`src/rtl/nco_ctrl.sv`:
```
// Epoch-aligned update scheduler for one tracking-channel NCO: shadows host/loop writes
// and applies them on code epochs. Optional epoch counter enabled by NCO_CTRL_EPOCH_CNT_EN.
module nco_ctrl #(
  parameter int WIDTH = 32
) (
  input  logic             clk,
  input  logic             reset,
  input  logic             run,
  input  logic             epoch,
  input  logic             host_valid,
  output logic             host_ready,
  input  logic             host_sel_phase,
  input  logic [WIDTH-1:0] host_data,
  input  logic             loop_valid,
  output logic             loop_ready,
  input  logic [WIDTH-1:0] loop_step,
  output logic             nco_enable,
  output logic             nco_phase_sync,
  output logic [WIDTH-1:0] nco_phase_in,
  output logic [WIDTH-1:0] nco_step,
`ifdef NCO_CTRL_EPOCH_CNT_EN
  output logic [15:0]      epoch_cnt,
`endif
  output logic             busy
);

  typedef enum logic [1:0] {
    S_IDLE    = 2'd0,
    S_WAIT_EP = 2'd1,
    S_RUN     = 2'd2
  } state_t;

  state_t           r_state;
  logic             r_step_pend;
  logic             r_phase_pend;
  logic [WIDTH-1:0] r_step_sh;
  logic [WIDTH-1:0] r_phase_sh;
  logic             r_enable;
  logic             r_phase_sync;
  logic [WIDTH-1:0] r_phase_in;
  logic [WIDTH-1:0] r_step;
`ifdef NCO_CTRL_EPOCH_CNT_EN
  logic [15:0]      r_epoch_cnt;
`endif

  logic w_host_acc;
  logic w_loop_acc;

  // The host always wins the step slot when both sources request it together.
  assign host_ready = host_sel_phase ? !r_phase_pend : !r_step_pend;
  assign loop_ready = !r_step_pend && !(host_valid && !host_sel_phase);
  assign w_host_acc = host_valid && host_ready;
  assign w_loop_acc = loop_valid && loop_ready;

  assign nco_enable     = r_enable;
  assign nco_phase_sync = r_phase_sync;
  assign nco_phase_in   = r_phase_in;
  assign nco_step       = r_step;
  assign busy           = r_step_pend || r_phase_pend;
`ifdef NCO_CTRL_EPOCH_CNT_EN
  assign epoch_cnt      = r_epoch_cnt;
`endif

  always_ff @(posedge clk) begin
    if (reset) begin
      r_state      <= S_IDLE;
      r_step_pend  <= 1'b0;
      r_phase_pend <= 1'b0;
      r_step_sh    <= '0;
      r_phase_sh   <= '0;
      r_enable     <= 1'b0;
      r_phase_sync <= 1'b0;
      r_phase_in   <= '0;
      r_step       <= '0;
`ifdef NCO_CTRL_EPOCH_CNT_EN
      r_epoch_cnt  <= '0;
`endif
    end else begin
      r_phase_sync <= 1'b0;
      case (r_state)
        S_IDLE: begin
          r_enable <= 1'b0;
          if (r_step_pend) begin
            r_step      <= r_step_sh;
            r_step_pend <= 1'b0;
          end
          if (run) r_state <= S_WAIT_EP;
        end
        S_WAIT_EP: begin
          r_enable <= 1'b0;
          if (!run) begin
            r_state <= S_IDLE;
          end else if (epoch) begin
            r_phase_in   <= r_phase_sh;
            r_phase_sync <= 1'b1;
            r_enable     <= 1'b1;
            if (r_step_pend) r_step <= r_step_sh;
            r_step_pend  <= 1'b0;
            r_phase_pend <= 1'b0;
            r_state      <= S_RUN;
`ifdef NCO_CTRL_EPOCH_CNT_EN
            r_epoch_cnt  <= '0;
`endif
          end
        end
        S_RUN: begin
          if (!run) begin
            r_enable <= 1'b0;
            r_state  <= S_IDLE;
          end else begin
            r_enable <= 1'b1;
            if (epoch) begin
              if (r_step_pend) begin
                r_step      <= r_step_sh;
                r_step_pend <= 1'b0;
              end
              if (r_phase_pend) begin
                r_phase_in   <= r_phase_sh;
                r_phase_sync <= 1'b1;
                r_phase_pend <= 1'b0;
              end
`ifdef NCO_CTRL_EPOCH_CNT_EN
              r_epoch_cnt <= r_epoch_cnt + 16'd1;
`endif
            end
          end
        end
        default: begin
          r_enable <= 1'b0;
          r_state  <= S_IDLE;
        end
      endcase

      // New writes land after the apply logic so a write taken on an epoch edge
      // keeps its pend flag and waits for the following epoch.
      if (w_host_acc && host_sel_phase) begin
        r_phase_sh   <= host_data;
        r_phase_pend <= 1'b1;
      end
      if (w_host_acc && !host_sel_phase) begin
        r_step_sh   <= host_data;
        r_step_pend <= 1'b1;
      end
      if (w_loop_acc) begin
        r_step_sh   <= loop_step;
        r_step_pend <= 1'b1;
      end
    end
  end

endmodule

```
`config.mk`:
```
export PLATFORM = sky130hd
export DESIGN_NAME = nco_ctrl
export DESIGN_NICKNAME = d
export VERILOG_FILES = /design/src/rtl/nco_ctrl.sv
export SDC_FILE = /design/constraint.sdc
export NUM_CORES = 1
export LEC_CHECK = 0
export BUFFER_PORTS_ARGS = -buffer_cell sky130_fd_sc_hd__buf_2
export CAP_MARGIN = 10
export CORE_MARGIN = 8
export CORE_UTILIZATION = 35
export CTS_BUF_LIST = sky130_fd_sc_hd__clkbuf_16
export DETAILED_ROUTE_END_ITERATION = 8
export SYNTH_ARGS = -nofsm -noshare
export SYNTH_HDL_FRONTEND = slang
export SYNTH_SLANG_ARGS = --single-unit
```
`constraint.sdc`:
```
create_clock -name clk -period 4.2 [get_ports clk]
set_input_delay 1.26 -clock clk [delete_from_list [all_inputs] [get_ports clk]]
set_output_delay 1.26 -clock clk [all_outputs]
set_load 0.01 [all_outputs]
```
==> metrics.txt, run 1 <==
final hold vios 0; status complete, no violations; placed cell count 919; TritonCTS clock tree done; first-pass GRT wire length approximately 24 mm; Pre-Repair DR Iteration Count 5; Clk pwr share 41.8%; Slew Limit Fails 0; CP Launch Type input pin; Synth Area per Inst about 9.4 um2; NetSw between 0.7 and 0.8 mW; routed wire length between 15 and 20 mm; P per Cell Area about 430 nW/um2; Global Route Usage Sum between 10% and 20%; Slowest-stage cell, CP nor2b_2; Synth Register Bits roughly 130; Top Ports 140; Port Buffers roughly 140; Max-Cap Viols 0; CTS root buffer clkbuf_16; Tmin final between 3 and 4 ns; Slew HR about 28%; final setup fails 0; worst skew pair latency a little over 0.4 ns; Final HPWL DP between 10 and 15 mm; routability cong. between 0.8 and 0.9; nets@finish roughly 800; Ys Warns 0; DRC errors left 0; Seq/Total Area, Yosys between 40% and 50%; # hold bufs at CTS 0; CTS Buf Count 17; crit path cell chain buf_2 > nor2b_2 > nor2_1 > buf_2; actual slew at the worst max-slew pin between 1 and 1.5 ns; routed length per instance about 16 um; clock slew at reported path FFs around 0.050 ns; CP Buf/Inv Count 2; layout cells sized above 1 about 24%; Gate power share around an eighth; DIE AREA between 20000 and 25000 um2; unrepaired setup endpoints after global routing no; CP Data Arrival Time 1.74 ns; post-route cell area ~7000 um2; worst setup margin between 1 and 1.5 ns; clk_skew between 0.005 and 0.006 ns; Post-CTS Setup Bufs 0; critical path type in -> out; Critical Path RT between 2 and 3 ns; Synth Instances roughly 610; Yosys cell types 29; Worst path top cell family by delay buffers and inverters; area grow syn2layout 23.5%; DP Worst Slack 1.05 ns; die height between 100 and 150 um; syn nets roughly 680; maximum vdd drop roughly 0.00028 V; via density per instance around 4.7; maximum buffer depth of the clock tree 2; vias in the first global route between 4k and 5k; clock sink count roughly 130; die width approximately 140 um; crit-path max FO 3; Post-CTS Resized 0; Post-Synthesis Cell Area approximately 5700 um2; fmax 333 MHz; Min Hold Slack 0.455 ns; core outline area about 16000 um2; initial DRC count 289; pin count of the biggest net entering global routing slightly below 200; CP dominant cell by count buf_2; Initial Util a little over a third; CP max stage delay about 0.15 ns; final non-filler cell total 953; H-tree depth 4; sequential power share 46.2%; via count of the routed design around 4.4k; Tcrit/Tclk final a little under three quarters; HP Class reg -> reg; cell internal pwr 2.24 mW; Setup TNS 0 ns; Layout Utilization about 44%; Final Total Pwr ~3 mW; leakage roughly 2.8 nW; sw frac roughly 25%; ANT nets after route 0; Placed Area roughly 6500 um2; Critical Path End Type output pin; grt ovf 0; Rows 46; initial antenna violation count 2
[tightest hold or removal path: stages, from the launching register on]
cell and delay [ns]:
dfxtp_1 0.31, nand2_1 0.05, a21oi_1 0.05
[power by group through the flow]
stage | combinational [mW] | sequential (mW) | clock, mW
5_1_grt | 0.398 | 1.39 | 1.35
2_1_floorplan | 0.241 | 1.41 | 0
4_1_cts | 0.360 | 1.38 | 1.29
6_report | 0.359 | 1.38 | 1.25
3_5_place_dp | 0.358 | 1.41 | 0
3_3_place_gp | 0.350 | 1.41 | 0
[registers in the layout (all words and copies together), names as in the netlist]
signal,cells
r_step_pend,1
r_step_sh,32
nco_phase_sync,1
nco_enable,1
r_phase_sh,32
nco_phase_in,32
r_state,2
nco_step,32
r_phase_pend,1
[placed cells by master (no fill, tap or decap), types with 7 or more instances in the layout]
cell,synthesis,routed
buf_2,10,138
dfxtp_1,134,134
nand2b_1,130,130
nand2_1,67,67
a21oi_1,67,67
mux2i_1,66,66
nor2_1,35,34
o221a_1,32,32
clkbuf_16,0,17
buf_4,3,7
[path summary, 6_finish.rpt]
kind / from / to / slack [ns] / cells after the start
min: r_phase_sh[0] / r_phase_sh[0] / 0.45 / 2
min reg2reg: r_phase_sh[0] / r_phase_sh[0] / 0.45 / 2
max reg2reg: r_step_pend / r_step_sh[10] / 2.11 / 3
max: host_valid / loop_ready / 1.20 / 4
[cells by family (layout without fill, tap and decap cells)]
group                    after synthesis  in the layout  synth area share [%]
multiplexers                          66             66                  11.6
other                                  0              2                     0
buffers and inverters                 53            180                  4.44
AO/OA/AOI/OAI                        106            106                  13.2
adder cells (fa/ha/maj)                4              4                 0.880
flip-flops                           134            134                  47.1
AND/OR/NAND/NOR                      245            245                  22.7
[synthesized netlist by cell type, drive strengths merged]
cell type  instances  area share, %
and3               1           0.11
inv                2           0.13
nand3b             2           0.26
nor2              35            2.3
o21ba              2           0.35
a21oi             68            6.0
or3                1           0.11
ha                 4           0.88
mux2i             66             12
nand2b           130             14
dfxtp            134             47
nor4bb             1           0.18
or3b               1           0.15
nor2b              2           0.22
o221a             32            6.3
or2                1           0.11
buf               20            2.3
clkbuf            31            2.0
nand4b             1           0.15
o211ai             2           0.26
nand3              1          0.088
nor4b              1           0.15
nand2             67            4.4
a31oi              2           0.22
and3b              1           0.15
[per-layer routing]
layer | vias to the layer above | share of wire, % | GRT usage [%]
met1 | 2037 | 47 | 18.7
li1 | 2287 | - | -
met3 | 20 | 5.9 | 4.38
met2 | 94 | 46 | 23.1
met4 | 0 | 1.9 | 7.64
met5 | - | 0 | 0
[cell type report]
| class | count | area [um2] |
|---|---|---|
| Multi-Input combinational cell | 421 | 2770 |
| Tap cell | 216 | 270 |
| Clock buffer | 17 | 425 |
| Inverter | 2 | 7.51 |
| Clock inverter | 14 | 71.3 |
| Sequential cell | 134 | 2680 |
| Timing Repair Buffer | 147 | 791 |
| Fill cell | 1587 | 8860 |
| Antenna cell | 2 | 5.00 |
No activity file was read; power rests on OpenSTA's default activity.
==> run 2, diff against run 1 <==
--- a/config.mk
+++ b/config.mk
@@ -5,6 +5,7 @@
 export SDC_FILE = /design/constraint.sdc
 export NUM_CORES = 1
 export LEC_CHECK = 0
+export ABC_AREA = 1
 export BUFFER_PORTS_ARGS = -buffer_cell sky130_fd_sc_hd__buf_2
 export CAP_MARGIN = 10
 export CORE_MARGIN = 8
==> constraint.sdc (replaced) <==
create_clock -name clk -period 2.8 [get_ports clk]
set_input_delay 0.84 -clock clk [delete_from_list [all_inputs] [get_ports clk]]
set_output_delay 0.84 -clock clk [all_outputs]
set_load 0.01 [all_outputs]
==> metrics.txt, run 2 <==
status complete, no violations; Max-Cap Viols 0; DIE AREA roughly 20000 um2; Yosys top cell area share 48.5%; # hold bufs at CTS 0; Top Ports between 100 and 150; dominant synthesized flop cell dfxtp_1; clk_skew ~0.0064 ns; commonest non-fill, non-tap cell in the layout buf_2; TritonCTS clock tree done; layout cells sized above 1 roughly 22%; Slew Limit Fails 0; maximum vdd drop around 0.0004 V; Synth Instances about 760; actual slew at the worst max-slew pin 0.674 ns; initial DRC count 386; Tcrit/Tclk final a little under nine tenths; crit-path max FO 37; unrepaired setup endpoints after global routing no; Ys Warns 0; Critical Path RT roughly 2.0 ns; Rows 46; largest cells by area after synthesis dfxtp_1 (48%), a21oi_1 (9.4%), nand2_1 (7.4%), inv_1 (7.1%), nand3_1 (6.2%); Port Buffers between 100 and 150; Final HPWL DP between 10 and 15 mm; clock sink count ~130; Slew HR a little under three fifths; P per Cell Area 723 nW/um2; syn nets between 800 and 900; Post-Synthesis Cell Area 5540 um2; clock slew at reported path FFs around 0.06 ns; Setup TNS 0 ns; routability cong. about 0.84; worst skew pair latency around 0.42 ns; critical path type reg -> out; CTS Buf Count 17; maximum buffer depth of the clock tree 2; count leader, synth dfxtp_1; nets@finish ~950; first-pass GRT wire length about 26 mm; Synth Register Bits about 130; via density per instance 4.70; routed wire length 16.3 mm; pin count of the biggest net entering global routing 66; Initial Util a little over a third; Seq/Total Area, Yosys between 40% and 50%; Min Hold Slack between 0.4 and 0.5 ns; leakage 3.24 nW; Hold Crit Depth 2; routed length per instance about 15 um; number of synthesized flops with an enable pin 0; DRC errors left 0; Post-CTS Resized 0; final setup fails 0; post-route cell area about 7000 um2; Pre-Repair DR Iteration Count 4; Tmin final about 2.4 ns; Synth Area per Inst 7.32 um2; fmax about 420 MHz; Placed Area between 6000 and 7000 um2; H-tree depth 4; Critical Path End Type output pin; via count of the routed design roughly 5.2k; ANT nets after route 0; initial antenna violation count 3; most frequent cells in the layout buf_2 (139), dfxtp_1 (134), nand2_1 (109); area grow syn2layout 25.9%; HP Class reg -> reg; R2R Setup Slk 0.89 ns; grt ovf 0; CP Data Arrival Time roughly 1.5 ns; Post-CTS Setup Bufs 0; final hold vios 0; core outline area around 16000 um2; Post-synth ARST share 0%; vias in the first global route ~5k; CTS root buffer clkbuf_16; Worst R2R Path Depth 8; top cells by count, synth dfxtp_1 (134), nand2_1 (109), a21oi_1 (104), inv_1 (104), nand3_1 (69); die height ~140 um; Yosys cell types 22; Global Route Usage Sum 16.3%; Synth area leader dfxtp_1; CP Launch Type flop; die width 142 um
==> run 2: cell type report <==
cell class / instances / area (um2)
flip-flops and latches: 134 / 2680
inverters: 108 / 407
clock buffers: 17 / 425
fillers: 1686 / 8690
well taps: 216 / 270
clock inverters: 14 / 184
diodes: 2 / 5.00
multi-input cells: 458 / 2170
repair buffers: 154 / 821
==> run 2: kinds of logic after synthesis <==
kind of cell	after synthesis	share of synthesized area, %
simple gates	282	22.6
flops	134	48.5
fa+ha+maj	4	0.904
compound gates	172	15.6
buf+inv	164	12.4
==> run 2: critical path, stage by stage, from the launching register on <==
cell     delay [ns]
dfxtp_1        0.35
inv_2          0.51
nand2_1        0.10
buf_2          0.16
==> run 2: final timing paths <==
kind / from / to
setup / recovery: r_step_pend / busy
hold / removal: r_phase_sh[22] / r_phase_sh[22]
setup reg to reg: r_state[0] / nco_phase_in[21]
hold reg to reg: r_phase_sh[22] / r_phase_sh[22]
==> run 2: stage by stage <==
stage	worst slack [ns]	total power, mW	instances	utilization, %
floorplan	0.848	2.55	756	-
global placement	0.635	2.78	1070	40.6
detailed placement	0.567	2.79	1070	40.6
CTS	0.405	5.10	1101	44.5
global route	0.309	5.26	1103	44.5
finish	0.417	5.04	1103	44.5
==> run 2: routing by layer <==
layer	GRT usage [%]	routed length, um	vias up
met1	20.3	7580	2344
met4	7.29	291	2
met5	0	16	-
met3	4.84	941	23
met2	25.5	7510	124
li1	-	-	2692
==> run 2: where the power goes <==
| part | internal (mW) | total [mW] | switching, mW |
|---|---|---|---|
| sequential | 2.04 | 2.10 | 0.0636 |
| combinational | 0.228 | 0.639 | 0.411 |
| clock | 1.48 | 2.30 | 0.822 |
| total | 3.74 | 5.04 | 1.30 |
==> run 3, diff against run 2 <==
--- a/config.mk
+++ b/config.mk
@@ -8,10 +8,12 @@
 export ABC_AREA = 1
 export BUFFER_PORTS_ARGS = -buffer_cell sky130_fd_sc_hd__buf_2
 export CAP_MARGIN = 10
+export CORE_ASPECT_RATIO = 0.7
 export CORE_MARGIN = 8
 export CORE_UTILIZATION = 35
 export CTS_BUF_LIST = sky130_fd_sc_hd__clkbuf_16
 export DETAILED_ROUTE_END_ITERATION = 8
+export HOLD_SLACK_MARGIN = 0.02
 export SYNTH_ARGS = -nofsm -noshare
 export SYNTH_HDL_FRONTEND = slang
 export SYNTH_SLANG_ARGS = --single-unit
==> metrics.txt, run 3 (synthesis gave the netlist of run 2 again) <==
status complete, no violations; maximum buffer depth of the clock tree 2; CP Launch Type input pin; worst setup margin between 0.6 and 0.7 ns; unrepaired setup endpoints after global routing no; NetSw 1.31 mW; initial antenna violation count 0; Critical Path RT between 1.5 and 2 ns; Max-Cap Viols 0; Slew Limit Fails 0; Post-CTS Setup Bufs 0; worst skew pair latency around 0.41 ns; most frequent cells in the layout buf_2 (139), dfxtp_1 (134), nand2_1 (109); # hold bufs at CTS 0; DP Worst Slack 0.545 ns; Final HPWL DP 11.8 mm; routed wire length ~17 mm; sequential power share between 40% and 50%; Setup TNS 0 ns; Tmin final ~2.2 ns; CP Data Arrival Time around 1.3 ns; Post-CTS Resized 0; critical path type in -> out; DRC errors left 0; final setup fails 0; HP Class reg -> reg; clock sink count between 100 and 150; maximum vdd drop 0.000346 V; fmax roughly 460 MHz; Global Route Usage Sum 16.4%; placed cell count approximately 1.1k; routed length per instance between 15 and 20 um; Clk pwr share roughly 45%; ant diodes 0; clock slew at reported path FFs around 0.06 ns; layout cells sized above 1 22.0%; cell internal pwr about 3.6 mW; pin count of the biggest net entering global routing 69; first-pass GRT wire length ~26 mm; via density per instance about 4.8; final non-filler cell total 1083; routability cong. between 0.8 and 0.9; nets@finish about 950; final hold vios 0; TritonCTS clock tree done; initial DRC count between 300 and 400; Placed Area about 6300 um2; post-route cell area a little under 7000 um2; H-tree depth 4; Gate power share between 10% and 20%; sw frac 26.4%; Rows 38; die width about 170 um; DIE AREA around 20000 um2; CTS root buffer clkbuf_16; CTS Buf Count 17; actual slew at the worst max-slew pin around 0.73 ns; Top Ports between 100 and 150; via count of the routed design a little over 5k; Tcrit/Tclk final 77.1%; P per Cell Area approximately 700 nW/um2; Final Total Pwr 4.96 mW; leakage 3.22 nW; grt ovf 0; Port Buffers 139; Slew HR between 50% and 60%; Initial Util 35.7%; clk_skew about 0.009 ns; vias in the first global route roughly 5k; Pre-Repair DR Iteration Count 4; crit-path max FO 4; area grow syn2layout 24.8%; core outline area 15500 um2; ANT nets after route 0; die height between 100 and 150 um; Critical Path End Type output pin; commonest non-fill, non-tap cell in the layout buf_2
-- run 3: cell types whose count changed in the layout (fill, tap and decap cells not counted) --
cell / before / now
clkinv_2: 1 / 5
bufinv_16: 4 / 3
inv_1: 105 / 104
clkinv_1: 3 / 1
inv_6: 2 / 0
buf_4: 14 / 12
clkinvlp_4: 3 / 4
diode_2: 2 / 0
clkinv_4: 1 / 2
-- run 3: power groups by stage --
stage | Sequential (mW) | Combinational [mW] | Clock, mW
after CTS | 2.10 | 0.641 | 2.27
after global placement | 2.14 | 0.635 | 0
after global routing | 2.12 | 0.718 | 2.35
final | 2.10 | 0.633 | 2.22
after detailed placement | 2.14 | 0.638 | 0
after floorplan | 2.15 | 0.402 | 0
-- run 3: through the flow --
stage | util (%) | hold WS (ns)
after floorplan | - | 0.420
after global placement | 40.8 | 0.427
after detailed placement | 40.8 | 0.431
after CTS | 44.6 | 0.440
after global routing | 44.6 | 0.452
final | 44.6 | 0.438
-- run 3: critical path, cell delays in order --
cell and delay, ns:
buf_2 0.13, o21ai_0 0.18, buf_2 0.17
-- run 3: per-layer routing --
| layer | global-route usage, % | share of wire, % |
|---|---|---|
| met1 | 21.6 | 48 |
| met2 | 25.8 | 44 |
| met3 | 4.94 | 6.6 |
| met5 | 0 | 0 |
| met4 | 4.60 | 1.1 |
-- run 3: area by class of cell --
type                       count  area, um2
timing repair buffer         152        806
fill                        1681       8590
sequential                   134       2680
clock inverter                14        161
multi-input combinational    458       2170
tap                          200        250
clock buffer                  17        425
inverter                     108        407
-- run 3: worst paths after layout --
| path | end | slack, ns | from | cells after the start |
|---|---|---|---|---|
| setup reg to reg | nco_phase_in[13] | 0.83 | r_state[0] | 8 |
| hold reg to reg | r_phase_sh[23] | 0.44 | r_phase_sh[23] | 2 |
| hold / removal | r_phase_sh[23] | 0.44 | r_phase_sh[23] | 2 |
| setup / recovery | host_ready | 0.64 | host_sel_phase | 3 |
